`src/rtl/spi_bus_arbiter.sv`:
```
// Round-robin arbiter sharing one SPI master between NUM_REQ requesters,
// one word per grant, with optional bus locking for multi-word loads.
module spi_bus_arbiter #(
    parameter int NUM_REQ       = 3,
    parameter int DATA_W        = 24,
    parameter int START_TIMEOUT = 16
) (
    input  logic                      clk,
    input  logic                      rst,
    input  logic [NUM_REQ-1:0]        req_valid,
    input  logic [NUM_REQ-1:0]        req_dir,
    input  logic [NUM_REQ-1:0]        req_lock,
    input  logic [NUM_REQ*DATA_W-1:0] req_data,
    input  logic [NUM_REQ*8-1:0]      req_depth,
    output logic [NUM_REQ-1:0]        req_ready,
    output logic [NUM_REQ-1:0]        rsp_done,
    output logic                      rsp_err,
    output logic [DATA_W-1:0]         rsp_data,
    input  logic                      m_ready,
    input  logic [DATA_W-1:0]         m_rx_data,
    output logic                      m_start,
    output logic                      m_dir,
    output logic [DATA_W-1:0]         m_data_tx,
    output logic [7:0]                m_depth,
    output logic                      busy,
    output logic [2:0]                grant_id
);

    localparam int          CNT_W     = $clog2(START_TIMEOUT + 1);
    localparam int unsigned NREQ      = NUM_REQ;
    localparam logic [7:0]  DEPTH_MAX = 8'(DATA_W);
    localparam logic [2:0]  LAST_ID   = 3'(NUM_REQ - 1);

    typedef enum logic [2:0] {
        S_IDLE,
        S_ISSUE,
        S_WAIT_BUSY,
        S_WAIT_DONE,
        S_DONE
    } state_t;

    state_t              state_q, state_d;
    logic [2:0]          rr_ptr_q, rr_ptr_d;
    logic                lock_active_q, lock_active_d;
    logic [CNT_W-1:0]    cnt_q, cnt_d;
    logic                cap_dir_q, cap_dir_d;
    logic                cap_lock_q, cap_lock_d;
    logic [DATA_W-1:0]   cap_data_q, cap_data_d;
    logic [7:0]          cap_depth_q, cap_depth_d;

    logic [NUM_REQ-1:0]  req_ready_q, req_ready_d;
    logic [NUM_REQ-1:0]  rsp_done_q, rsp_done_d;
    logic                rsp_err_q, rsp_err_d;
    logic [DATA_W-1:0]   rsp_data_q, rsp_data_d;
    logic                m_start_q, m_start_d;
    logic                m_dir_q, m_dir_d;
    logic [DATA_W-1:0]   m_data_tx_q, m_data_tx_d;
    logic [7:0]          m_depth_q, m_depth_d;
    logic                busy_q, busy_d;
    logic [2:0]          grant_id_q, grant_id_d;

    logic                arb_found;
    logic [2:0]          arb_idx;
    logic [NUM_REQ-1:0]  arb_onehot;
    logic [NUM_REQ-1:0]  grant_onehot;
    logic                sel_dir;
    logic                sel_lock;
    logic [DATA_W-1:0]   sel_data;
    logic [7:0]          sel_depth_raw;
    logic [7:0]          sel_depth;
    logic [2:0]          rr_next;
    int unsigned         cand;

    // Under lock only the holder is eligible; otherwise search upward from rr_ptr.
    always_comb begin
        arb_found = 1'b0;
        arb_idx   = '0;
        cand      = 0;
        if (lock_active_q) begin
            for (int unsigned j = 0; j < NREQ; j++) begin
                if (3'(j) == grant_id_q && req_valid[j]) begin
                    arb_found = 1'b1;
                    arb_idx   = 3'(j);
                end
            end
        end else begin
            for (int unsigned i = 0; i < NREQ; i++) begin
                cand = 32'(rr_ptr_q) + i;
                if (cand >= NREQ) begin
                    cand = cand - NREQ;
                end
                for (int unsigned j = 0; j < NREQ; j++) begin
                    if (!arb_found && j == cand && req_valid[j]) begin
                        arb_found = 1'b1;
                        arb_idx   = 3'(j);
                    end
                end
            end
        end
    end

    always_comb begin
        sel_dir       = 1'b0;
        sel_lock      = 1'b0;
        sel_data      = '0;
        sel_depth_raw = '0;
        arb_onehot    = '0;
        grant_onehot  = '0;
        for (int unsigned j = 0; j < NREQ; j++) begin
            if (3'(j) == arb_idx) begin
                sel_dir       = req_dir[j];
                sel_lock      = req_lock[j];
                sel_data      = req_data[j*DATA_W +: DATA_W];
                sel_depth_raw = req_depth[j*8 +: 8];
                arb_onehot[j] = 1'b1;
            end
            grant_onehot[j] = (3'(j) == grant_id_q);
        end
        sel_depth = (sel_depth_raw > DEPTH_MAX) ? DEPTH_MAX : sel_depth_raw;
        rr_next   = (grant_id_q == LAST_ID) ? 3'd0 : grant_id_q + 3'd1;
    end

    always_comb begin
        state_d       = state_q;
        rr_ptr_d      = rr_ptr_q;
        lock_active_d = lock_active_q;
        cnt_d         = cnt_q;
        cap_dir_d     = cap_dir_q;
        cap_lock_d    = cap_lock_q;
        cap_data_d    = cap_data_q;
        cap_depth_d   = cap_depth_q;
        req_ready_d   = '0;
        rsp_done_d    = '0;
        rsp_err_d     = 1'b0;
        rsp_data_d    = rsp_data_q;
        m_start_d     = 1'b0;
        m_dir_d       = m_dir_q;
        m_data_tx_d   = m_data_tx_q;
        m_depth_d     = m_depth_q;
        grant_id_d    = grant_id_q;

        unique case (state_q)
            S_IDLE: begin
                if (m_ready && arb_found) begin
                    req_ready_d = arb_onehot;
                    cap_dir_d   = sel_dir;
                    cap_lock_d  = sel_lock;
                    cap_data_d  = sel_data;
                    cap_depth_d = sel_depth;
                    grant_id_d  = arb_idx;
                    state_d     = S_ISSUE;
                end
            end
            S_ISSUE: begin
                if (cap_depth_q == 8'd0) begin
                    rsp_done_d = grant_onehot;
                    rsp_err_d  = 1'b1;
                    state_d    = S_DONE;
                end else begin
                    m_start_d   = 1'b1;
                    m_dir_d     = cap_dir_q;
                    m_data_tx_d = cap_data_q;
                    m_depth_d   = cap_depth_q;
                    cnt_d       = '0;
                    state_d     = S_WAIT_BUSY;
                end
            end
            S_WAIT_BUSY: begin
                if (!m_ready) begin
                    state_d = S_WAIT_DONE;
                end else begin
                    cnt_d = cnt_q + 1'b1;
                    if (cnt_q == CNT_W'(START_TIMEOUT - 1)) begin
                        rsp_done_d = grant_onehot;
                        rsp_err_d  = 1'b1;
                        state_d    = S_DONE;
                    end
                end
            end
            S_WAIT_DONE: begin
                if (m_ready) begin
                    rsp_data_d = m_rx_data;
                    rsp_done_d = grant_onehot;
                    state_d    = S_DONE;
                end
            end
            S_DONE: begin
                // rsp_err_q is high exactly during DONE when the word was aborted.
                lock_active_d = cap_lock_q & ~rsp_err_q;
                if (!cap_lock_q) begin
                    rr_ptr_d = rr_next;
                end
                state_d = S_IDLE;
            end
            default: state_d = S_IDLE;
        endcase

        busy_d = (state_d != S_IDLE);
    end

    always_ff @(posedge clk) begin
        if (rst) begin
            state_q       <= S_IDLE;
            rr_ptr_q      <= '0;
            lock_active_q <= 1'b0;
            cnt_q         <= '0;
            cap_dir_q     <= 1'b0;
            cap_lock_q    <= 1'b0;
            cap_data_q    <= '0;
            cap_depth_q   <= '0;
            req_ready_q   <= '0;
            rsp_done_q    <= '0;
            rsp_err_q     <= 1'b0;
            rsp_data_q    <= '0;
            m_start_q     <= 1'b0;
            m_dir_q       <= 1'b0;
            m_data_tx_q   <= '0;
            m_depth_q     <= '0;
            busy_q        <= 1'b0;
            grant_id_q    <= '0;
        end else begin
            state_q       <= state_d;
            rr_ptr_q      <= rr_ptr_d;
            lock_active_q <= lock_active_d;
            cnt_q         <= cnt_d;
            cap_dir_q     <= cap_dir_d;
            cap_lock_q    <= cap_lock_d;
            cap_data_q    <= cap_data_d;
            cap_depth_q   <= cap_depth_d;
            req_ready_q   <= req_ready_d;
            rsp_done_q    <= rsp_done_d;
            rsp_err_q     <= rsp_err_d;
            rsp_data_q    <= rsp_data_d;
            m_start_q     <= m_start_d;
            m_dir_q       <= m_dir_d;
            m_data_tx_q   <= m_data_tx_d;
            m_depth_q     <= m_depth_d;
            busy_q        <= busy_d;
            grant_id_q    <= grant_id_d;
        end
    end

    assign req_ready = req_ready_q;
    assign rsp_done  = rsp_done_q;
    assign rsp_err   = rsp_err_q;
    assign rsp_data  = rsp_data_q;
    assign m_start   = m_start_q;
    assign m_dir     = m_dir_q;
    assign m_data_tx = m_data_tx_q;
    assign m_depth   = m_depth_q;
    assign busy      = busy_q;
    assign grant_id  = grant_id_q;

endmodule

```
`config.mk`:
```
export PLATFORM = sky130hd
export DESIGN_NAME = spi_bus_arbiter
export DESIGN_NICKNAME = d
export VERILOG_FILES = /design/src/rtl/spi_bus_arbiter.sv
export SDC_FILE = /design/constraint.sdc
export NUM_CORES = 1
export LEC_CHECK = 0
export BUFFER_PORTS_ARGS = -buffer_cell sky130_fd_sc_hd__buf_2
export CORE_MARGIN = 8
export CORE_UTILIZATION = 49
export CTS_BUF_LIST = sky130_fd_sc_hd__clkbuf_16
export DETAILED_ROUTE_END_ITERATION = 8
export PLACE_DENSITY_LB_ADDON = 0.1
export SYNTH_ARGS = -nofsm -noshare
export SYNTH_HDL_FRONTEND = slang
export SYNTH_SLANG_ARGS = --single-unit
```
`constraint.sdc`:
```
create_clock -name clk -period 4 [get_ports clk]
set_input_delay 1 -clock clk [delete_from_list [all_inputs] [get_ports clk]]
set_output_delay 1 -clock clk [all_outputs]
set_load 0.01 [all_outputs]
```
=== After elaboration in Yosys (flattened, before gate mapping) ===
Cells that the tools add are included.

* Register bits after elaboration: 115
* Bits in latches: 0
* RAM bits: 0
* Memory bits (read-only): 0
* Bits of input ports: 132
* Logic and storage cells: 173
* Memories kept: 0

* Add/sub/neg operators: 7
* Multipliers: 0
* Div/mod/pow operators: 0
* Magnitude comparators: 4
* Equal/unequal tests: 18
* Shift-type cells: 0
* Muxes and demuxes: 74
* Bitwise logic cells: 7
* Reductions and logical operators: 45

{| class="wikitable"
|+ Operator list
! cell !! number
|-
| $mux W32 || 6
|-
| $eq A1 B32 Y1 const A || 3
|-
| $eq A2 B32 Y1 const A || 3
|-
| $logic_not A32 Y1 || 3
|-
| $mux W24 || 3
|-
| $mux W3 || 19
|-
| $mux W1 || 36
|-
| $mux W8 || 4
|-
| $logic_and A1 B1 Y1 || 21
|-
| $pmux W3 S4 || 1
|-
| $mux W5 || 2
|-
| $pmux W5 S2 || 1
|-
| $sub A4 B2 Y5 const B || 2
|-
| $eq A3 B2 Y1 const B || 3
|-
| $logic_not A3 Y1 || 3
|-
| $pmux W3 S3 || 1
|-
| $ge A4 B2 Y1 const B || 2
|-
| $gt A8 B5 Y1 const B || 1
|-
| $logic_not A1 Y1 || 8
|-
| $logic_not A8 Y1 || 1
|-
| $reduce_and A2 Y1 || 4
|-
| $eq A1 B3 Y1 const A || 2
|-
| $eq A2 B3 Y1 const A || 2
|-
| $not A1 Y1 || 6
|-
| 17 further kinds || 18
|}

=== Logic depth before layout (Yosys ltp) ===
* Depth in word-level cells: 53
* Depth in mapped cells: 13

=== Worst setup path after synthesis ===
Ideal clock, no wire load.

* Kind: reg2reg
* Start point: register rr_ptr_q[1]
* End point: register cap_depth_q[4]
* Setup time: 0.120 ns
* Arrival time: 2.895 ns
* Setup slack: 0.985 ns
* Stages on the path, launching flop included: 13
* Path buffers: 1
* Period minus slack after synthesis: 3.015 ns
* Path through: dfxtp_1 > ha_1 > inv_1 > ha_1 > or3b_1 > a311oi_1 > a211oi_1 > o31a_1 > buf_2 > nand2_1 > o221ai_2 > a211o_1 > o31a_1

* Word-level cells in the longest chain between the ends: 53

{| class="wikitable"
|+ RTL lines
! what !! RTL line !! source
|-
| from (decl) || 43 || <nowiki>logic [2:0] rr_ptr_q, rr_ptr_d;</nowiki>
|-
| from (signal assigned) || 223 || <nowiki>rr_ptr_q <= rr_ptr_d;</nowiki>
|-
| $sub A3 B2 Y4 / $ge A3 B2 Y1 (equally long branches) || 90, 89 ||
|-
| $mux W32 || 89 || <nowiki>if (cand >= NREQ) begin</nowiki>
|-
| $mux W32 || 79 || <nowiki>if (lock_active_q) begin</nowiki>
|-
| $logic_not A32 Y1 || 93 || <nowiki>if (!arb_found && j == cand && req_valid[j]) begin</nowiki>
|-
| $logic_and A1 B1 Y1 || 93 ||
|-
| $mux W1 || 93 ||
|-
| $mux W1 || 79 ||
|-
| $logic_not A1 Y1 || 93 ||
|-
| [34 not listed] || - ||
|-
| $logic_not A1 Y1 || 93 ||
|-
| $logic_and A1 B1 Y1 (2 in a row) || 93 ||
|-
| $mux W3 || 93 ||
|-
| $mux W3 || 79 ||
|-
| $logic_not A3 Y1 || 110 || <nowiki>if (3'(j) == arb_idx) begin</nowiki>
|-
| $mux W8 (3 in a row) || 110 ||
|-
| $gt A8 B5 Y1 || 119 || <nowiki>sel_depth = (sel_depth_raw > DEPTH_MAX) ? DEPTH_MAX : sel_depth_raw;</nowiki>
|-
| $mux W8 || 119 ||
|-
| to (signal assigned) || 229 || <nowiki>cap_depth_q <= cap_depth_d;</nowiki>
|-
| to (decl) || 49 || <nowiki>logic [7:0] cap_depth_q, cap_depth_d;</nowiki>
|}

Several ways; a longest one is shown, not always the timed one. The select of a mux whose other input is x is not followed.
A chain may end at the register's enable or synchronous reset.

=== Worst setup path in the final report ===
* Start point: register rr_ptr_q[0]
* End point: register cap_depth_q[2]

The elaborated chain is that of the path after synthesis.

==> impl_results.md <==
* RD Place Congestion at 0.844
* Type of the worst setup path: reg2reg
* Most common cell after layout, fill and taps aside: buf_2
* Port bufs at 199
* Sw Share at 0.253
* Num CTS Buffers at 17
* Vias in the first global route at 5282
* CP peak stage delay at 0.65 ns
* Tmin final at 3.60 ns
* Peak VDD IR at 0.312 mV
* Number of I/O pins at 201
* Max-slew violations at 0
* Fmax at 278 MHz
* Sw power at 0.822 mW
* Synth Register Bits at 114
* Hold Crit Class: reg2reg
* CP delay by family, top: compound AO/OA/AOI/OAI gates
* Reg clk slew, reported paths at 0.05 ns
* Share of layout cells above drive strength 1 at 0.301
* Slew of the pin with the lowest slew margin at 0.828 ns
* Initial antenna violation count at 0
* Final Cycle Share at 0.900
* Area of the multi-input gates at 2780 sq um
* CP Cell Sequence: inv_1 > ha_1 > nand2b_1 > a21bo_2 > a211oi_2 > o31ai_2 > o21ai_4 > buf_4 > nand2_1 > o211ai_1 > o31ai_1
* CP startpoint kind: flop
* CP bufs+invs at 2
* Comb pwr share at 0.142
* Placeable core region at 10700 sq um
* Starting density of the core at 0.494
* Num rows at 38
* Status: finished, final reports clean
* Resize count post-CTS at 0
* Wire length per cell at 15.2 um
* First-pass GRT wire length at 24700 um
* CTS Hold Bufs at 0
* Final Hold Fails at 0
* Post-route DRC at 0
* FF+latch area at 2280 sq um
* TNS Setup at 0 ns
* Pwr dens at 465 nW/um^2
* Syn Area/Cell at 8.00 sq um
* Primary FF master, synth: dfxtp_1
* Lkg Pwr at 3.12 nW
* Synth warn at 0
* Unrepaired setup endpoints after global routing: no
* Power Total at 3.25 mW
* # setup viols final at 0
* Die ar. at 14300 sq um
* Worst-Skew Late Latency at 0.40 ns
* Post-route ant nets at 0
* Detailed placement HPWL at 11200 um
* Clk buf depth at 2
* CTS H-tree depth at 4
* Unique masters post-synth at 62
* Max Cap Viol at 0
* Cells after synthesis at 657
* Initial drt markers at 423
* Total global-route track usage at 0.208
* Clock sinks at 114
* Crit path capture type: flop
* Clock Power Share at 0.479
* Post-synthesis sequential area ratio at 0.434
* Largest net degree at the start of global routing at 69
* Fin nets at 984
* Die X at 120 um
* Slew headroom at 0.448
* DR pass1 iterations at 5
* Diode count at 0
* Slowest-stage cell, CP: dfxtp_1
* CTS root buf: clkbuf_16
* Skew final at 0.00941 ns
* Routed vias at 5263
* Worst EP required at 4.27 ns
* Filler cell count at 903
* Syn Nets at 799
* Async S/R FF share, synth at 0
* Seq pwr share at 0.379
* Chip Height at 120 um
* Post-Route WL at 15200 um
* Synth Cell Area at 5260 sq um
* Vias per inst at 5.29
* Commonest non-fill, non-tap cells in the layout: buf_2, nand2_1, dfxtp_1
* Internal power at 2.42 mW
* Max FO, Critical Path at 45
* Post-CTS setup buffer count at 0
* Synth-to-Final Area Change at 32.6%
* Post-synth EDFFs at 0
* TritonCTS clock tree: yes
* Critical path arrival at 3.87 ns
* Total congestion overflow at 0
[cell type report]
class / count / share of cell area
multi-input combinational: 489 / 0.398
sequential: 114 / 0.327
timing repair buffer: 209 / 0.156
clock buffer: 17 / 0.0610
clock inverter: 15 / 0.0271
tap: 140 / 0.0251
inverter: 11 / 0.00592
[flip-flops by register name, indices dropped and copies added (netlist names)]
signal / cells
cap_data_q: 24
m_data_tx: 24
rsp_data: 24
cap_depth_q: 8
m_depth: 8
cnt_q: 5
req_ready: 3
rr_ptr_q: 3
rsp_done: 3
state_q: 3
grant_id: 2
busy: 1
cap_dir_q: 1
cap_lock_q: 1
lock_active_q: 1
m_dir: 1
m_start: 1
rsp_err: 1
[worst paths after layout]
kind	startpoint	end	slack (ns)	cells after the start
worst min register to register	cap_data_q[12]	m_data_tx[12]	0.44	2
worst min-delay path	cap_data_q[12]	m_data_tx[12]	0.44	2
worst max register to register	rr_ptr_q[0]	cap_depth_q[2]	0.40	11
worst max-delay path	rr_ptr_q[0]	cap_depth_q[2]	0.40	11
[Yosys cell counts (5+ instances only)]
library cell | count | area share
o211ai_1 | 27 | 0.039
nand3_1 | 6 | 0.0057
nor3_1 | 6 | 0.0057
ha_1 | 10 | 0.024
clkbuf_1 | 28 | 0.020
nor2b_1 | 5 | 0.0059
dfxtp_1 | 114 | 0.43
nor2_1 | 35 | 0.025
buf_2 | 10 | 0.0095
and2_1 | 7 | 0.0083
nand2_1 | 179 | 0.13
a21oi_1 | 94 | 0.089
mux2i_1 | 27 | 0.051
nor3b_1 | 5 | 0.0071
inv_1 | 11 | 0.0079
o21ai_0 | 12 | 0.011
[worst min-delay path, delay by kind of cell (launching register included)]
family	cells	cell delay (ns)
flip-flops	1	0.30
AO/OA/AOI/OAI	1	0.05
AND/OR/NAND/NOR	1	0.05
[power groups by stage]
stage                     Sequential (mW)  Combinational, mW  Clock, mW
after global placement               1.25              0.447          0
after CTS                            1.23              0.460       1.57
final                                1.23              0.460       1.55
after floorplan                      1.25              0.295          0
after global routing                 1.24              0.513       1.63
after detailed placement             1.25              0.459          0
[per-layer routing]
| metal | part of all wire | track usage |
|---|---|---|
| met4 | 0.0094 | 0.0640 |
| met2 | 0.51 | 0.364 |
| met1 | 0.42 | 0.238 |
| met3 | 0.066 | 0.0629 |
| met5 | 0 | 0 |
[stage by stage]
step	hold WS, ns	util	std cells	cell area [sq um]	setup WS [ns]
after global placement	0.438	0.596	963	6350	0.537
after floorplan	0.432	-	657	5260	0.985
final	0.445	0.655	995	6980	0.399
after CTS	0.451	0.654	995	6970	0.292
after detailed placement	0.443	0.596	963	6350	0.314
after global routing	0.468	0.655	995	6980	0.0453
[cells by family after synthesis]
| group | after synthesis | synth area share |
|---|---|---|
| multiplexers | 29 | 0.0557 |
| adder cells (fa/ha/maj) | 10 | 0.0238 |
| AND/OR/NAND/NOR | 270 | 0.228 |
| other | 1 | 0.000713 |
| XOR/XNOR | 4 | 0.00666 |
| AO/OA/AOI/OAI | 175 | 0.208 |
| flip-flops | 114 | 0.434 |
| buffers and inverters | 54 | 0.0438 |
(Power assumes the default switching activity.)
